## config.mk

```make
export PLATFORM = sky130hd
export DESIGN_NAME = picomips_seq
export DESIGN_NICKNAME = d
export VERILOG_FILES = /design/src/rtl/picomips_seq.sv
export SDC_FILE = /design/constraint.sdc
export NUM_CORES = 1
export LEC_CHECK = 0
export BUFFER_PORTS_ARGS = -buffer_cell sky130_fd_sc_hd__buf_2
export CAP_MARGIN = 20
export CORE_UTILIZATION = 46
export DETAILED_ROUTE_END_ITERATION = 6
export PLACE_DENSITY = 0.78
export SYNTH_ARGS = -nofsm -noshare
export SYNTH_HDL_FRONTEND = slang
export SYNTH_SLANG_ARGS = --single-unit
```

## constraint.sdc

```tcl
create_clock -name clk -period 2.1 [get_ports clk]
set_input_delay 0.525 -clock clk [delete_from_list [all_inputs] [get_ports clk]]
set_output_delay 0.525 -clock clk [all_outputs]
set_load 0.03 [all_outputs]
```

## src/rtl/picomips_seq.sv

```systemverilog
// picoMIPS multi-cycle control sequencer: fetch/decode/execute FSM with
// Mealy control outputs, multiplier and switch-port handshakes, retired counter.
module picomips_seq #(
  parameter int OPW = 3,
  parameter int CW  = 16
) (
  input  logic           clk,
  input  logic           reset,
  input  logic           run,
  input  logic [OPW-1:0] opcode,
  input  logic           zero,
  input  logic           mul_done,
  input  logic           sw_valid,
  output logic           ir_load,
  output logic           pc_incr,
  output logic           pc_rel,
  output logic           pc_abs,
  output logic           reg_we,
  output logic [1:0]     wb_sel,
  output logic           alu_sub,
  output logic           alu_imm,
  output logic           mul_start,
  output logic           sw_ack,
  output logic           busy,
  output logic [CW-1:0]  retired
);

  typedef enum logic [2:0] {
    S_FETCH,
    S_DECODE,
    S_EXEC,
    S_WAIT_MUL,
    S_WAIT_SW
  } state_t;

  localparam logic [OPW-1:0] OP_NOP  = OPW'(0);
  localparam logic [OPW-1:0] OP_ADD  = OPW'(1);
  localparam logic [OPW-1:0] OP_ADDI = OPW'(2);
  localparam logic [OPW-1:0] OP_SUB  = OPW'(3);
  localparam logic [OPW-1:0] OP_MULI = OPW'(4);
  localparam logic [OPW-1:0] OP_BEQ  = OPW'(5);
  localparam logic [OPW-1:0] OP_JMP  = OPW'(6);
  localparam logic [OPW-1:0] OP_WSW  = OPW'(7);

  localparam logic [1:0] WB_ALU = 2'b00;
  localparam logic [1:0] WB_MUL = 2'b01;
  localparam logic [1:0] WB_SW  = 2'b10;

  state_t          state_q, state_d;
  logic [CW-1:0]   retired_q, retired_d;

  logic            ir_load_c, pc_incr_c, pc_rel_c, pc_abs_c, reg_we_c;
  logic [1:0]      wb_sel_c;
  logic            alu_sub_c, alu_imm_c, mul_start_c, sw_ack_c, busy_c;
  logic            pc_strobe;

  always_comb begin
    state_d     = state_q;
    ir_load_c   = 1'b0;
    pc_incr_c   = 1'b0;
    pc_rel_c    = 1'b0;
    pc_abs_c    = 1'b0;
    reg_we_c    = 1'b0;
    wb_sel_c    = WB_ALU;
    alu_sub_c   = 1'b0;
    alu_imm_c   = 1'b0;
    mul_start_c = 1'b0;
    sw_ack_c    = 1'b0;
    busy_c      = 1'b1;

    unique case (state_q)
      S_FETCH: begin
        if (run) begin
          ir_load_c = 1'b1;
          state_d   = S_DECODE;
        end else begin
          busy_c = 1'b0;
        end
      end

      S_DECODE: state_d = S_EXEC;

      S_EXEC: begin
        state_d = S_FETCH;
        case (opcode)
          OP_NOP: pc_incr_c = 1'b1;
          OP_ADD: begin
            reg_we_c  = 1'b1;
            pc_incr_c = 1'b1;
          end
          OP_ADDI: begin
            reg_we_c  = 1'b1;
            alu_imm_c = 1'b1;
            pc_incr_c = 1'b1;
          end
          OP_SUB: begin
            reg_we_c  = 1'b1;
            alu_sub_c = 1'b1;
            pc_incr_c = 1'b1;
          end
          OP_MULI: begin
            alu_imm_c   = 1'b1;
            mul_start_c = 1'b1;
            state_d     = S_WAIT_MUL;
          end
          OP_BEQ: begin
            alu_sub_c = 1'b1;
            if (zero) pc_rel_c  = 1'b1;
            else      pc_incr_c = 1'b1;
          end
          OP_JMP: pc_abs_c = 1'b1;
          OP_WSW: state_d = S_WAIT_SW;
          default: pc_incr_c = 1'b1;
        endcase
      end

      // Immediate operand stays selected so the multiplier sees a stable B input.
      S_WAIT_MUL: begin
        alu_imm_c = 1'b1;
        if (mul_done) begin
          reg_we_c  = 1'b1;
          wb_sel_c  = WB_MUL;
          pc_incr_c = 1'b1;
          state_d   = S_FETCH;
        end
      end

      S_WAIT_SW: begin
        if (sw_valid) begin
          reg_we_c  = 1'b1;
          wb_sel_c  = WB_SW;
          sw_ack_c  = 1'b1;
          pc_incr_c = 1'b1;
          state_d   = S_FETCH;
        end
      end

      default: state_d = S_FETCH;
    endcase
  end

  // Reset forces every control output low regardless of the state decode.
  assign ir_load   = ir_load_c   & ~reset;
  assign pc_incr   = pc_incr_c   & ~reset;
  assign pc_rel    = pc_rel_c    & ~reset;
  assign pc_abs    = pc_abs_c    & ~reset;
  assign reg_we    = reg_we_c    & ~reset;
  assign wb_sel    = reset ? 2'b00 : wb_sel_c;
  assign alu_sub   = alu_sub_c   & ~reset;
  assign alu_imm   = alu_imm_c   & ~reset;
  assign mul_start = mul_start_c & ~reset;
  assign sw_ack    = sw_ack_c    & ~reset;
  assign busy      = busy_c      & ~reset;
  assign retired   = retired_q;

  assign pc_strobe = pc_incr | pc_rel | pc_abs;

  always_comb begin
    retired_d = retired_q;
    if (pc_strobe && (retired_q != {CW{1'b1}})) retired_d = retired_q + 1'b1;
  end

  always_ff @(posedge clk or posedge reset) begin
    if (reset) begin
      state_q   <= S_FETCH;
      retired_q <= '0;
    end else begin
      state_q   <= state_d;
      retired_q <= retired_d;
    end
  end

  a_pc_onehot: assert property (@(posedge clk) disable iff (reset)
    $onehot0({pc_incr, pc_rel, pc_abs}));
  a_we_strobe: assert property (@(posedge clk) disable iff (reset)
    reg_we |-> pc_strobe);
  a_wb_legal: assert property (@(posedge clk) disable iff (reset)
    wb_sel != 2'b11);

endmodule

```

==> out/metrics.cfg, run 1 <==
[layout]
syn_to_final_growth_pct=48.8
layoutNonFillerInstCount=218
diodes=0
area.sequential_um2=475
postLayoutCellArea_mm2=0.00190
multi_input_area_um2=915
fillers=163
drive_gt1_share_pct=50.5
final_nets=199

[routing]
drc=0
viasPerCell=5.89
vias=1285
drtPass1Iterations=4
wl_um=3850
antenna_left=0
drt_iter0_markers=32
routedWlPerCell_um=17.7

[yosys]
yosysSeqAreaShare_pct=37.2
ys_warn_count=0
synth_edf_count=0
async_flop_share_pct=100
ys_ff_latch=19
synth_ff_type=dfrtp_1
avgSynthCellArea_um2=9.69
synth.distinct_cells=39
syn_inst=132
synth_area_mm2=0.00128
synth_nets=142

[worst_setup_path]
critPathCaptureType=primary output
path_class=reg -> out
cp.arrival_ps=1680
r2r_slack_ps=-80
startpoint_type=register
critPathMaxFanout=8
reg2reg_from=state_q[1]
required_ps=1570
reg2reg_depth=7
rr_endpoint=retired[12]
startpoint=state_q[1]

[sta]
finalSetupViolations=16
min_period_ps=2210
fin_ws_ps=-108
worstMarginPinSlew_ps=438
max_clock_freq_mhz=453
report.final.slew_viol_count=0
whs_ps=200
clock_skew_ps=6.86
hold_violations=0
rsz0062_at_grt=true
relSlewSlack_pct=70.7
finalCritPeriodShare_pct=105

[place]
dp_cells=203
place_area_mm2=0.00158
place.gp.congestion=0.821
hpwlAfterDp_um=2210
port_buffers=36
post-place-ws_ps=-129

[power_and_ir_drop]
ir_drop_mv=0.699
leakage_nw=1.02
power.density_mw_per_mm2=786

[grt]
antenna_found_initial=0
grt_overflow=0
grtUsageTotal_pct=23.5
grt_pass1_vias=1153
grt_max_degree=17
grt_pass1_wl_um=5080

[outcome]
status=finished with violations
violations=negative setup slack

[floorplanning]
initial_core_util_pct=50.2
die-height_um=54.7
die-width_um=54.7
dieArea_mm2=0.00299
core_area_mm2=0.00254
rows=18
pin_count=37

[cts]
root_buffer=clkbuf_4
h-tree-depth=1
path_clk_slew_ps=110
clock_latency_ps=300
cts_num_sinks=19
clk_path_buf_depth=2
cts_tree=built
cts_made_buffers=3

[worst_hold_path]
hold_class=in -> async

[job]
maxCapViolCount=0

[worst max path at each step]
stage	end	slack, ps	depth (start not counted)
2_1_floorplan	pc_abs	-90	4
3_3_place_gp	retired[14]	-70	7
3_5_place_dp	retired[15]	-130	7
4_1_cts	pc_incr	-60	5
5_1_grt	retired[9]	-140	7
6_report	reg_we	-110	6
[sequential cells by signal, indices dropped and copies added, names as in the netlist]
| register | count |
|---|---|
| retired | 16 |
| state_q | 3 |
[cell type report]
type | instances | area share, %
clock buffer | 3 | 1.18
clock inverter | 1 | 0.263
inverter | 1 | 0.394
multi-input combinational | 105 | 48.1
sequential | 19 | 25.0
tap | 30 | 1.97
timing repair buffer | 59 | 23.1
[cell usage in the layout, fill, tap and decap left out, types with 3 or more instances in the layout]
| cell type | count |
|---|---|
| xor2_1 | 15 |
| clkbuf_4 | 3 |
| a21oi_1 | 4 |
| nor2_1 | 16 |
| buf_2 | 30 |
| nor2_4 | 3 |
| nand2_1 | 13 |
| and4_1 | 3 |
| nand4_1 | 4 |
| nor4b_4 | 3 |
| buf_6 | 6 |
| nand3_1 | 6 |
| dfrtp_1 | 19 |
| nor3_4 | 4 |
| nor3_2 | 3 |
| buf_4 | 20 |
[through the flow]
step           power, W  TNS, ps  utilization (%)
6_report        0.00150     -844             74.8
5_1_grt         0.00156    -1740             74.8
4_1_cts         0.00135     -255             69.6
3_5_place_dp    0.00105     -537             62.1
3_3_place_gp    0.00103     -265             62.1
2_1_floorplan  0.000896     -174                -
[routing by layer]
metal	track usage, %	share of wire, %	wire length, um	up-vias
met4	9.40	4.2	162	0
met3	4.17	4.1	159	16
met2	39.0	49	1890	50
li1	-	-	-	581
met1	29.7	42	1640	638
met5	0	0	0	-
[worst max-delay path: stages, from the launching register on]
cell       delay [ps]
dfrtp_1           420
buf_4             170
nand4bb_4         200
buf_4             160
nand2_1           100
o211a_1           190
buf_6             130
[power by group]
part	internal, W	switching, W	total, W
registers	0.000421	0.0000682	0.000489
logic	0.000365	0.000447	0.000813
clock network	0.0000711	0.000123	0.000194
total	0.000857	0.000638	0.00150
[synth_stat cells, drive strengths merged (2+ instances only)]
cell	instances	area (um^2)
nor2	21	78.8
dfrtp	19	475
xor2	15	131
nand2	14	52.6
nor3	8	65.1
nand3	7	35.0
buf	5	40.0
a21oi	4	20.0
nand4	4	25.0
nor4b	4	53.8
and4	3	26.3
nand2b	3	18.8
a221oi	2	41.3
clkbuf	2	7.51
nor4	2	18.8
o211a	2	20.0
or3b	2	20.0
[timing repair]
item | CTS | global route
buffers inserted | 2 | 8
pin swaps | 12 | 9
hold buffers | 0 | 0
gates resized for setup | 22 | 16
endpoints found under the setup margin | 9 | 19
cloned | 1 | 0
[kinds of logic (layout without fill, tap and decap cells)]
family	Yosys count	after routing	synth area share, %
flip-flops	19	19	37.2
multiplexers	1	1	0.881
AO/OA/AOI/OAI	11	11	9.78
XOR/XNOR	16	16	11.0
buffers and inverters	8	64	4.01
AND/OR/NAND/NOR	76	76	36.2
adder cells (fa/ha/maj)	1	1	0.978
No activity file was read; power rests on OpenSTA's default activity.
==> inputs of run 2 (changes only) <==
==> constraint.sdc (replaced) <==
create_clock -name clk -period 2.1 [get_ports clk]
set_input_delay 0.105 -clock clk [delete_from_list [all_inputs] [get_ports clk]]
set_output_delay 0.105 -clock clk [all_outputs]
set_load 0.03 [all_outputs]
==> run 2 against run 1 <==
Effect of this change:
- count of clock-buffer cells in the layout is the same
- register-to-register slack better by 150 ps
- the flow now finishes without violations
- worst hold slack got worse by 86 ps
- critical path depth did not move
- clock power down 6%
- non-clock buffer count shrank 15
- largest power group unchanged
- power down 19%
- wire length fell by 28%
==> out/metrics.cfg, run 2 (synthesis results as in run 1) <==
[layout]
final_common_cell=buf_2  ; unchanged
diodes=0  ; unchanged
syn_to_final_growth_pct=23.0  ; was 48.8%
layout_common_cells=36 x buf_2, 21 x nor2_1, 19 x dfrtp_1, 15 x xor2_1, 14 x nand2_1  ; was 30 x buf_2, 20 x buf_4, 19 x dfrtp_1, 16 x nor2_1, 15 x xor2_1
final_nets=184  ; was 199
largest_reg_flops=16  ; unchanged
drive_gt1_share_pct=35.8  ; was 50.5%
fillers=216  ; was 163

[routing]
drt_iter0_markers=17  ; was 32
routedWlPerCell_um=13.6  ; was 17.7 um
antenna_left=0  ; unchanged
drc=0  ; unchanged
viasPerCell=5.49  ; was 5.89
wl_um=2760  ; was 3850 um
vias=1114  ; was 1285
drtPass1Iterations=4  ; unchanged

[power_and_ir_drop]
leakage_nw=0.822  ; was 1.02 nW
ir_drop_mv=0.745  ; was 0.699 mV
power.density_mw_per_mm2=770  ; was 786 mW/mm^2
finalPower_w=0.00121  ; was 0.00150 W

[cts]
clock_latency_ps=300  ; about the same
cts_tree=built  ; unchanged
cts_made_buffers=3  ; unchanged
path_clk_slew_ps=110  ; about the same
root_buffer=clkbuf_4  ; unchanged
cts_num_sinks=19  ; unchanged
h-tree-depth=1  ; unchanged
clk_path_buf_depth=2  ; unchanged

[worst_setup_path]
slowest_delay_ps=440  ; was 420 ps
critPathMaxFanout=14  ; was 8
slowest_stage=or3b_4  ; was dfrtp_1
required_ps=2320  ; was 1570 ps
critPathCaptureType=register  ; was primary output
cp.arrival_ps=2260  ; was 1680 ps
startpoint_type=register  ; unchanged
crit_path_cell_trace=or3b_4 -> a221oi_4 -> a211oi_4 -> buf_12 -> nor4b_2 -> xor2_1  ; was buf_4 -> nand4bb_4 -> buf_4 -> nand2_1 -> o211a_1 -> buf_6
path_class=reg -> reg  ; was reg -> out
r2r_slack_ps=70  ; was -80 ps

[job]
maxCapViolCount=0  ; unchanged

[place]
hpwlAfterDp_um=2110  ; was 2210 um
place.gp.congestion=0.808  ; was 0.821
post-place-ws_ps=75.8  ; was -129 ps
port_buffers=36  ; unchanged

[grt]
grt_pass1_vias=975  ; was 1153
grtUsageTotal_pct=19.8  ; was 23.5%
grt_pass1_wl_um=4210  ; was 5080 um
antenna_found_initial=0  ; unchanged
grt_overflow=0  ; unchanged
grt_max_degree=15  ; was 17

[floorplanning]
die-width_um=54.7  ; unchanged
rows=18  ; unchanged
pin_count=37  ; unchanged
core_area_mm2=0.00254  ; unchanged
initial_core_util_pct=50.2  ; unchanged
die-height_um=54.7  ; unchanged
dieArea_mm2=0.00299  ; unchanged

[sta]
hold_violations=0  ; unchanged
min_period_ps=2030  ; was 2210 ps
worstMarginPinSlew_ps=410  ; was 438 ps
rsz0062_at_grt=false  ; was true
finalSetupViolations=0  ; was 16
clock_skew_ps=4.41  ; was 6.86 ps
relSlewSlack_pct=72.7  ; was 70.7%
whs_ps=114  ; was 200 ps
report.final.slew_viol_count=0  ; unchanged
finalCritPeriodShare_pct=96.8  ; was 105%
max_clock_freq_mhz=492  ; was 453 MHz
fin_ws_ps=67.4  ; was -108 ps
setup_tns_ps=0  ; was -844 ps

[worst_hold_path]
hold_class=in -> reg  ; was in -> async

[outcome]
status=finished, final reports clean  ; was finished with violations

## run 2: changes by cell type in the layout (fill, tap and decap cells not counted), sizes merged
cell,change
clkinvlp,-1
dlygate4sd3,+1
bufbuf,-1
inv,+1
buf,-15
## run 2: final timing paths
kind                             from          end  cells past startpoint
min                          mul_done   state_q[1]                      4
max                        state_q[0]  retired[14]                      6
max in group asynchronous       reset   retired[9]                      4
min reg2reg                retired[8]   retired[8]                      1
max reg2reg                state_q[0]  retired[14]                      6
min in group asynchronous       reset  retired[11]                      3
## run 2: power breakdown
part	internal [W]	switching (W)
Sequential	0.000421	0.0000593
Combinational	0.000190	0.000357
Clock	0.0000711	0.000112
Total	0.000682	0.000529
## run 2: repair_timing
| action | in CTS | in global routing |
|---|---|---|
| hold buffers | 1 | 0 |
| endpoints found under the setup margin | 0 | 2 |
| hold endpoints to repair | 5 | 0 |
| buffers inserted | 0 | 0 |
| gates resized for setup | 0 | 2 |
## run 2: metal layers
layer | routed length [um] | global-route usage, % | up-vias
met5 | 0 | 0 | -
met4 | 55 | 7.69 | 0
met3 | 93 | 5.83 | 6
met2 | 1400 | 31.9 | 29
met1 | 1210 | 24.6 | 523
li1 | - | - | 556
## run 2: cell type report
cell class / instances / area, um^2 / area share [%]
multi-input combinational: 105 / 773 / 49.2
tap: 30 / 37.5 / 2.39
clock inverter: 1 / 5.00 / 0.318
inverter: 1 / 3.75 / 0.239
timing repair buffer: 44 / 255 / 16.2
sequential: 19 / 475 / 30.2
clock buffer: 3 / 22.5 / 1.43
## run 2: stage by stage
step,util (%),instance area (um^2),cells
2_1_floorplan,-,1280,132
3_3_place_gp,59.5,1510,198
3_5_place_dp,59.5,1510,198
4_1_cts,61.0,1550,203
5_1_grt,61.8,1570,203
6_report,61.8,1570,203
## run 2: worst max-delay path, delay by kind of cell (launching register included)
kind,cells,cell delay (ps)
AO/OA/AOI/OAI,2,450
XOR/XNOR,1,190
buffers and inverters,1,160
flip-flops,1,400
AND/OR/NAND/NOR,2,750
